`config.mk`:
```
export PLATFORM = sky130hd
export DESIGN_NAME = uart_rx
export DESIGN_NICKNAME = d
export VERILOG_FILES = /design/src/rtl/uart_pkg.sv /design/src/rtl/sync_2ff.sv /design/src/rtl/uart_rx.sv
export SDC_FILE = /design/constraint.sdc
export NUM_CORES = 1
export LEC_CHECK = 0
export CORE_UTILIZATION = 52
export CTS_BUF_LIST = sky130_fd_sc_hd__clkbuf_4
export DETAILED_ROUTE_END_ITERATION = 8
export PLACE_DENSITY_LB_ADDON = 0.2
export SLEW_MARGIN = 25
export SYNTH_ARGS = -nofsm -noshare
export SYNTH_HDL_FRONTEND = slang
export SYNTH_SLANG_ARGS = --single-unit
export TNS_END_PERCENT = 5
```
`constraint.sdc`:
```
create_clock -name clk -period 2.8 [get_ports clk]
set_clock_uncertainty 0.05 [all_clocks]
set_input_delay 0.42 -clock clk [delete_from_list [all_inputs] [get_ports clk]]
set_output_delay 0.42 -clock clk [all_outputs]
set_load 0.1 [all_outputs]
```
`src/rtl/uart_pkg.sv`:
```
`default_nettype none
// =============================================================================
// uart_pkg : receiver state type and oversampling constants shared by uart_rx/tx
// Revision : 1.0
// =============================================================================
package uart_pkg;

  localparam int OVERSAMPLE = 16;
  localparam int MID_SAMPLE = 7;

  typedef enum logic [1:0] {
    IDLE  = 2'd0,
    START = 2'd1,
    DATA  = 2'd2,
    STOP  = 2'd3
  } uart_rx_state_t;

endpackage
`default_nettype wire

```
`src/rtl/sync_2ff.sv`:
```
`default_nettype none
// =============================================================================
// sync_2ff : two-stage synchronizer for one asynchronous bit, selectable reset value
// Revision : 1.0
// =============================================================================
module sync_2ff #(
  parameter logic RESET_VAL = 1'b1
) (
  input  logic clk,
  input  logic reset_n,
  input  logic i_d,
  output logic o_q
);

  logic r_meta;
  logic r_sync;

  always_ff @(posedge clk) begin
    if (!reset_n) begin
      r_meta <= RESET_VAL;
      r_sync <= RESET_VAL;
    end else begin
      r_meta <= i_d;
      r_sync <= r_meta;
    end
  end

  assign o_q = r_sync;

endmodule
`default_nettype wire

```
`src/rtl/uart_rx.sv`:
```
`default_nettype none
// =============================================================================
// uart_rx  : 16x-oversampling UART receiver, LSB first, one-cycle done pulse
// Revision : 1.0
// =============================================================================
module uart_rx
  import uart_pkg::*;
#(
  parameter int DATA_BITS = 8,
  parameter int SB_TICK   = 16
) (
  input  logic                 clk,
  input  logic                 reset_n,
  input  logic                 s_tick,
  input  logic                 rx,
  output logic [DATA_BITS-1:0] rx_data,
  output logic                 rx_done_tick,
  output logic                 rx_frame_err,
  output logic                 rx_busy
);

  // Tick counter must also reach SB_TICK-1 while sampling the stop bit(s)
  localparam int c_SCNT_W = (SB_TICK > OVERSAMPLE) ? $clog2(SB_TICK) : $clog2(OVERSAMPLE);
  localparam logic [c_SCNT_W-1:0] c_MID_TICK  = c_SCNT_W'(MID_SAMPLE);
  localparam logic [c_SCNT_W-1:0] c_LAST_TICK = c_SCNT_W'(OVERSAMPLE - 1);
  localparam logic [c_SCNT_W-1:0] c_STOP_TICK = c_SCNT_W'(SB_TICK - 1);
  localparam logic [2:0]          c_LAST_BIT  = 3'(DATA_BITS - 1);

  uart_rx_state_t        r_state;
  logic [c_SCNT_W-1:0]   r_s_cnt;
  logic [2:0]            r_n_cnt;
  logic [DATA_BITS-1:0]  r_b;
  logic                  r_rx_prev;
  logic                  w_rx_sync;

  sync_2ff #(
    .RESET_VAL (1'b1)
  ) u_sync (
    .clk     (clk),
    .reset_n (reset_n),
    .i_d     (rx),
    .o_q     (w_rx_sync)
  );

  always_ff @(posedge clk) begin
    if (!reset_n) begin
      r_state      <= IDLE;
      r_s_cnt      <= '0;
      r_n_cnt      <= '0;
      r_b          <= '0;
      r_rx_prev    <= 1'b1;
      rx_data      <= '0;
      rx_done_tick <= 1'b0;
      rx_frame_err <= 1'b0;
      rx_busy      <= 1'b0;
    end else begin
      r_rx_prev    <= w_rx_sync;
      rx_done_tick <= 1'b0;
      rx_frame_err <= 1'b0;
      case (r_state)
        IDLE: begin
          // Edge-triggered start: a line stuck low never re-arms reception
          if (r_rx_prev && !w_rx_sync) begin
            r_state <= START;
            r_s_cnt <= '0;
            rx_busy <= 1'b1;
          end
        end
        START: begin
          if (s_tick) begin
            if (r_s_cnt == c_MID_TICK) begin
              if (!w_rx_sync) begin
                r_state <= DATA;
                r_s_cnt <= '0;
                r_n_cnt <= '0;
              end else begin
                r_state <= IDLE;
                rx_busy <= 1'b0;
              end
            end else begin
              r_s_cnt <= r_s_cnt + 1'b1;
            end
          end
        end
        DATA: begin
          if (s_tick) begin
            if (r_s_cnt == c_LAST_TICK) begin
              r_s_cnt <= '0;
              r_b     <= {w_rx_sync, r_b[DATA_BITS-1:1]};
              if (r_n_cnt == c_LAST_BIT) begin
                r_state <= STOP;
              end else begin
                r_n_cnt <= r_n_cnt + 1'b1;
              end
            end else begin
              r_s_cnt <= r_s_cnt + 1'b1;
            end
          end
        end
        STOP: begin
          if (s_tick) begin
            if (r_s_cnt == c_STOP_TICK) begin
              r_state      <= IDLE;
              rx_busy      <= 1'b0;
              rx_data      <= r_b;
              rx_done_tick <= 1'b1;
              rx_frame_err <= ~w_rx_sync;
            end else begin
              r_s_cnt <= r_s_cnt + 1'b1;
            end
          end
        end
        default: begin
          r_state <= IDLE;
          rx_busy <= 1'b0;
        end
      endcase
    end
  end

endmodule
`default_nettype wire

```
==> impl_metrics.csv, run 1 <==
group,metric,value,unit
grt,overflow,0,
sta,final-hold-violation-count,0,
hold_path,min_path_type,"register to register",
synthesis,syn_nets,141,
synthesis,yosysUniqueCellTypes,36,
synthesis,synthFlopType,"dfxtp_1",
clock_network,cts_sinks,31,
sta,timing.final.ws_setup,0.875,ns
finish,antenna_cells,0,
sta,worst_slew_pin_slew,0.646,ns
place,detailed_place_hpwl,1.68,mm
finish,post-route-cell-area,0.00148,mm2
setup_path,cp.arrival,2.05,ns
status,status,"completed",
power,ir_drop,293,uV
place,gp_congestion,0.820,
sta,fin_crit,1.92,ns
synthesis,synth_area_leaders,"dfxtp_1 47%, mux2i_1 14%, nor2_1 5.4%",
setup_path,cp.required,2.92,ns
routing,viasPerCell,5.38,
floorplan,fp.dieW,52.4,um
synthesis,synth-seq-cells,31,
synthesis,synthArstFlopShare,0,%
setup_path,slowest_stage,"and2b_1",
routing,drtAntennaViolNets,0,
clock_network,htreeDepth,2,
floorplan,ios,15,
clock_network,insertion_delay,0.31,ns
synthesis,ys_seq_area_share,47.0,%
finish,areaGrowthSynthToFinish,11.8,%
clock_network,numCtsBuffers,5,
finish,post-route-util,64.3,%
floorplan,fp.dieArea,0.00274,mm2
routing,dr_total_vias,952,
routing,dr.pass1.iters,4,
grt,grt_max_degree,21,
routing,wl_per_cell,13.0,um
synthesis,synthesis.area,0.00132,mm2
sta,setup_violations,0,
clock_network,clockRootBuffer,"clkbuf_4",
place,postPlaceCellArea,0.00142,mm2
synthesis,synth.cells.most_frequent,"31 x dfxtp_1, 19 x mux2i_1, 19 x nor2_1",
synthesis,yosysMostFrequentCell,"dfxtp_1",
place,port_buffers,14,
setup_path,start_kind,"register",
floorplan,rows,17,
synthesis,yosysWarnings,0,
power,power_density,489,mW/mm2
setup_path,critical_path.max_stage_delay,0.50,ns
sta,rsz0062_at_grt,"no",
power,total_power,0.722,mW
floorplan,initial_core_util,57.5,%
floorplan,core-area,0.00230,mm2
clock_network,post_cts_buffers,0,
clock_network,cts_tree,"yes",
sta,fmax,520,MHz
clock_network,cts_resized,0,
finish,final_cells,177,
grt,antenna_found_initial,0,
synthesis,synth_edf_count,0,
finish,drive_gt1_share,17.4,%
sta,min_period_over_period,68.7,%
grt,grt_first_pass_wirelength,4.11,mm
sta,slew_headroom,56.9,%
clock_network,cts_hold_buf,0,
job,maxCapViolations,0,
setup_path,critPathKind,"register to register",
power,leakage,0.573,nW
synthesis,synth.avg_cell_area,9.85,um2
grt,first_global_vias,944,
sta,tns,0,ns
grt,track_usage,20.7,%
setup_path,crit_chain,"ha_1 -> and3_1 -> and2b_1 -> mux2i_1 -> nor2_1",
synthesis,yosysTopAreaCell,"dfxtp_1",
setup_path,worstPathMaxFanout,10,
place,pre_cts_ws,0.675,ns
clock_network,clkTransAtPathRegs,0.09,ns
floorplan,die_y,52.4,um
synthesis,synthCells,134,
sta,slew_viol_final,0,
routing,drt_wl_total,2.30,mm
finish,final_nets,155,
sta,fin_hold_ws,0.375,ns
synthesis,synth_top_area_share,47.0,%
setup_path,end_kind,"register",
routing,route.detailed.drc,0,
finish,fillers,207,
place,post-place-cells,169,
routing,drt_iter0_markers,7,
clock_network,cts_buffer_depth,2,
## placed cells by master, fill, tap and decap left out, types with 2 or more instances in the layout
master / Yosys / final
dfxtp_1: 31 / 31
mux2i_1: 19 / 19
nor2_1: 19 / 19
buf_4: 2 / 13
nand2_1: 12 / 12
clkbuf_4: 0 / 6
a21oi_1: 4 / 4
nor3_1: 3 / 3
o21a_1: 3 / 3
nand2b_1: 3 / 3
ha_1: 3 / 3
clkdlybuf4s50_1: 0 / 3
inv_1: 2 / 2
nor3b_1: 2 / 2
o21ai_0: 2 / 2
a31oi_1: 2 / 2
or2_2: 2 / 2
clkinv_1: 0 / 2
## cells by family (layout without fill, tap and decap cells)
| family | after synthesis | in the layout | share of synthesized area, % |
|---|---|---|---|
| XOR/XNOR | 1 | 1 | 0.664 |
| flip-flops | 31 | 31 | 47.0 |
| AO/OA/AOI/OAI | 18 | 18 | 10.7 |
| buffers and inverters | 11 | 26 | 5.02 |
| AND/OR/NAND/NOR | 51 | 51 | 19.3 |
| multiplexers | 19 | 19 | 14.4 |
| adder cells (fa/ha/maj) | 3 | 3 | 2.84 |
## cell type report
class,count,area (um2),area share [%]
clock buffers,6,45.0,3.05
clock inverters,2,7.51,0.508
inverters,2,7.51,0.508
multi-input cells,92,633,42.9
flip-flops and latches,31,621,42.0
well taps,28,35.0,2.37
repair buffers,16,128,8.64
## flip-flops by register name (all words and copies together), names as in the netlist, 3 cells and up, named ones only
| name | count |
|---|---|
| r_b | 8 |
| r_n_cnt | 3 |
| r_s_cnt | 4 |
| rx_data | 8 |
## layer usage
layer | wire length (um) | part of all wire [%] | track usage, % | up-vias
met2 | 1070 | 47 | 32.3 | 11
met1 | 1140 | 50 | 26.6 | 454
met5 | 0 | 0 | 0 | -
li1 | - | - | - | 485
met4 | 14 | 0.61 | 7.89 | 0
met3 | 65 | 2.8 | 6.09 | 2
## worst paths after layout
path                            cells after the start  slack (ns)    endpoint     startpoint
worst max register to register                      5        0.88  rx_data[0]     r_s_cnt[0]
worst max-delay path                                5        0.88  rx_data[0]     r_s_cnt[0]
worst min register to register                      1        0.37  u_sync.o_q  u_sync.r_meta
worst min-delay path                                1        0.37  u_sync.o_q  u_sync.r_meta
## power breakdown
part | switching [mW] | internal, mW
Clock | 0.128 | 0.102
Combinational | 0.0243 | 0.0159
Sequential | 0.00626 | 0.445
Total | 0.158 | 0.564
## worst max-delay path, delay by kind of cell, from the launching register on
family                   cells  cell delay, ns
AND/OR/NAND/NOR              3            0.90
multiplexers                 1            0.25
flip-flops                   1            0.38
adder cells (fa/ha/maj)      1            0.22
No activity file was read; power rests on OpenSTA's default activity.
==> inputs of run 2 (changes only) <==
- CORE_UTILIZATION: 52 -> 51
- clock period: 2.8 -> 1.6 ns (I/O delays scaled with it)
==> run 2 against run 1 <==
Register-to-register slack got worse by 0.78 ns. Sequential share of layout area shrank 6.6 points. Non-clock buffer count rose by 11. Design area is 19% higher. Wire length grew 11%. Sequential power grew 76%. Final cell count grew 7.3%. Via count increased by 9.2%. Die area rose by 1.9%. Critical path type unchanged. Worst setup slack worse by 0.78 ns.
==> impl_metrics.csv, run 2 (synthesized netlist as in run 1, its figures left out) <==
group,metric,value,unit
floorplan,ios,15,
sta,setup_violations,0,
clock_network,clkTransAtPathRegs,0.10,ns
grt,grt_max_degree,11,
sta,fin_hold_ws,0.369,ns
sta,fin_crit,1.51,ns
routing,wl_per_cell,13.4,um
sta,timing.final.ws_setup,0.0936,ns
clock_network,insertion_delay,0.32,ns
setup_path,start_kind,"register",
sta,rsz0062_at_grt,"no",
routing,drt_wl_total,2.55,mm
routing,route.detailed.drc,0,
setup_path,critical_path.max_stage_delay,0.39,ns
setup_path,worst-path-buf-inv,1,
setup_path,critPathKind,"register to register",
place,gp_congestion,0.917,
routing,drt_iter0_markers,17,
grt,track_usage,20.9,%
job,maxCapViolations,0,
finish,mostFrequentLayoutCells,"28 x dfxtp_1, 19 x mux2i_1, 19 x nor2_1",
grt,overflow,0,
sta,min_period_over_period,94.2,%
finish,areaGrowthSynthToFinish,33.4,%
routing,drtAntennaViolNets,0,
clock_network,cts_tree,"yes",
grt,grt_use_met1,27.5,%
power,power_density,833,mW/mm2
grt,grt_use_met3,6.03,%
grt,antenna_found_initial,0,
grt,grt-busiest-layer,"met2",
setup_path,worstPathMaxFanout,9,
finish,antenna_cells,0,
power,ir_drop,1080,uV
clock_network,cts_buffer_depth,2,
setup_path,cp.arrival,1.68,ns
place,port_buffers,14,
routing,dr.pass1.iters,4,
finish,final_common_cell,"dfxtp_1",
clock_network,clockRootBuffer,"clkbuf_4",
clock_network,htreeDepth,2,
floorplan,initial_core_util,53.8,%
finish,final_nets,166,
clock_network,numCtsBuffers,5,
sta,slew_viol_final,0,
sta,slew_headroom,73.1,%
floorplan,die_y,52.9,um
setup_path,end_kind,"register",
floorplan,rows,18,
clock_network,post_cts_buffers,0,
sta,worst_slew_pin_slew,0.399,ns
setup_path,crit_chain,"buf_4 -> xor2_1 -> o21ai_0 -> nor2b_1 -> a211oi_1",
finish,reg_top3,"r_b (8), rx_data (8), r_s_cnt (4)",
clock_network,cts_hold_buf,0,
place,pre_cts_ws,-0.184,ns
finish,drive_gt1_share,26.9,%
clock_network,cts_sinks,31,
sta,final-hold-violation-count,0,
setup_path,slowest_stage,"dfxtp_2",
floorplan,fp.dieW,52.9,um
grt,first_global_vias,943,
setup_path,cp.required,1.77,ns
finish,fillers,179,
grt,use_met2,31.9,%
setup_path,crit_family,"compound AO/OA/AOI/OAI gates",
hold_path,min_path_type,"register to register",
place,detailed_place_hpwl,1.78,mm
floorplan,core-area,0.00245,mm2
grt,grt_first_pass_wirelength,4.13,mm
floorplan,fp.dieArea,0.00280,mm2
status,status,"completed",
sta,fmax,664,MHz
routing,dr_total_vias,1040,
routing,viasPerCell,5.47,
power,leakage,0.673,nW
[run 2: metal layers]
| metal | routed length (um) | vias to the layer above | share of wire [%] |
|---|---|---|---|
| met5 | 0 | - | 0 |
| met4 | 34 | 0 | 1.3 |
| met3 | 92 | 5 | 3.6 |
| met2 | 1190 | 23 | 47 |
| met1 | 1230 | 501 | 48 |
| li1 | - | 511 | - |
[run 2: power breakdown]
part	leakage [nW]	switching [mW]	internal [mW]
Combinational	0.379	0.0464	0.0415
Clock	0.0426	0.265	0.321
Sequential	0.252	0.0118	0.780
[run 2: path summary, 6_finish.rpt]
path / from / to / slack (ns) / cells after the start
worst max-delay path: register / r_s_cnt[0] / 0.09 / 5
worst min-delay path: u_sync.r_meta / u_sync.o_q / 0.37 / 1
worst max register to register: register / r_s_cnt[0] / 0.09 / 5
worst min register to register: u_sync.r_meta / u_sync.o_q / 0.37 / 1
[run 2: worst reg2reg max path: stages, from the launching register on]
cell and delay [ns]:
dfxtp_2 0.39, buf_4 0.18, xor2_1 0.20, o21ai_0 0.18
nor2b_1 0.18, a211oi_1 0.22
[run 2: final cells by class]
type | instances | area (um2) | share of cell area (%)
inverter | 2 | 7.51 | 0.426
clock inverter | 3 | 38.8 | 2.20
sequential | 31 | 624 | 35.5
tap | 30 | 37.5 | 2.13
clock buffer | 5 | 37.5 | 2.13
multi-input combinational | 92 | 651 | 37.0
timing repair buffer | 27 | 364 | 20.7
[run 2: metrics by stage]
| step | util [%] | setup TNS [ns] | std cells | power, mW | instance area [um2] |
|---|---|---|---|---|---|
| after floorplan | - | 0 | 134 | 0.858 | 1320 |
| after global placement | 67.6 | -1.47 | 182 | 0.892 | 1660 |
| after detailed placement | 67.6 | -2.02 | 182 | 0.894 | 1660 |
| after CTS | 70.9 | 0 | 190 | 1.48 | 1740 |
| after global routing | 71.7 | 0 | 190 | 1.52 | 1760 |
| final | 71.7 | 0 | 190 | 1.47 | 1760 |
[run 2: timing repair]
action / 4_1_cts / 5_1_grt
endpoints found under the setup margin: 4 / 22
resized for setup: 1 / 6
cloned: 0 / 0
hold endpoints to repair: 0 / 0
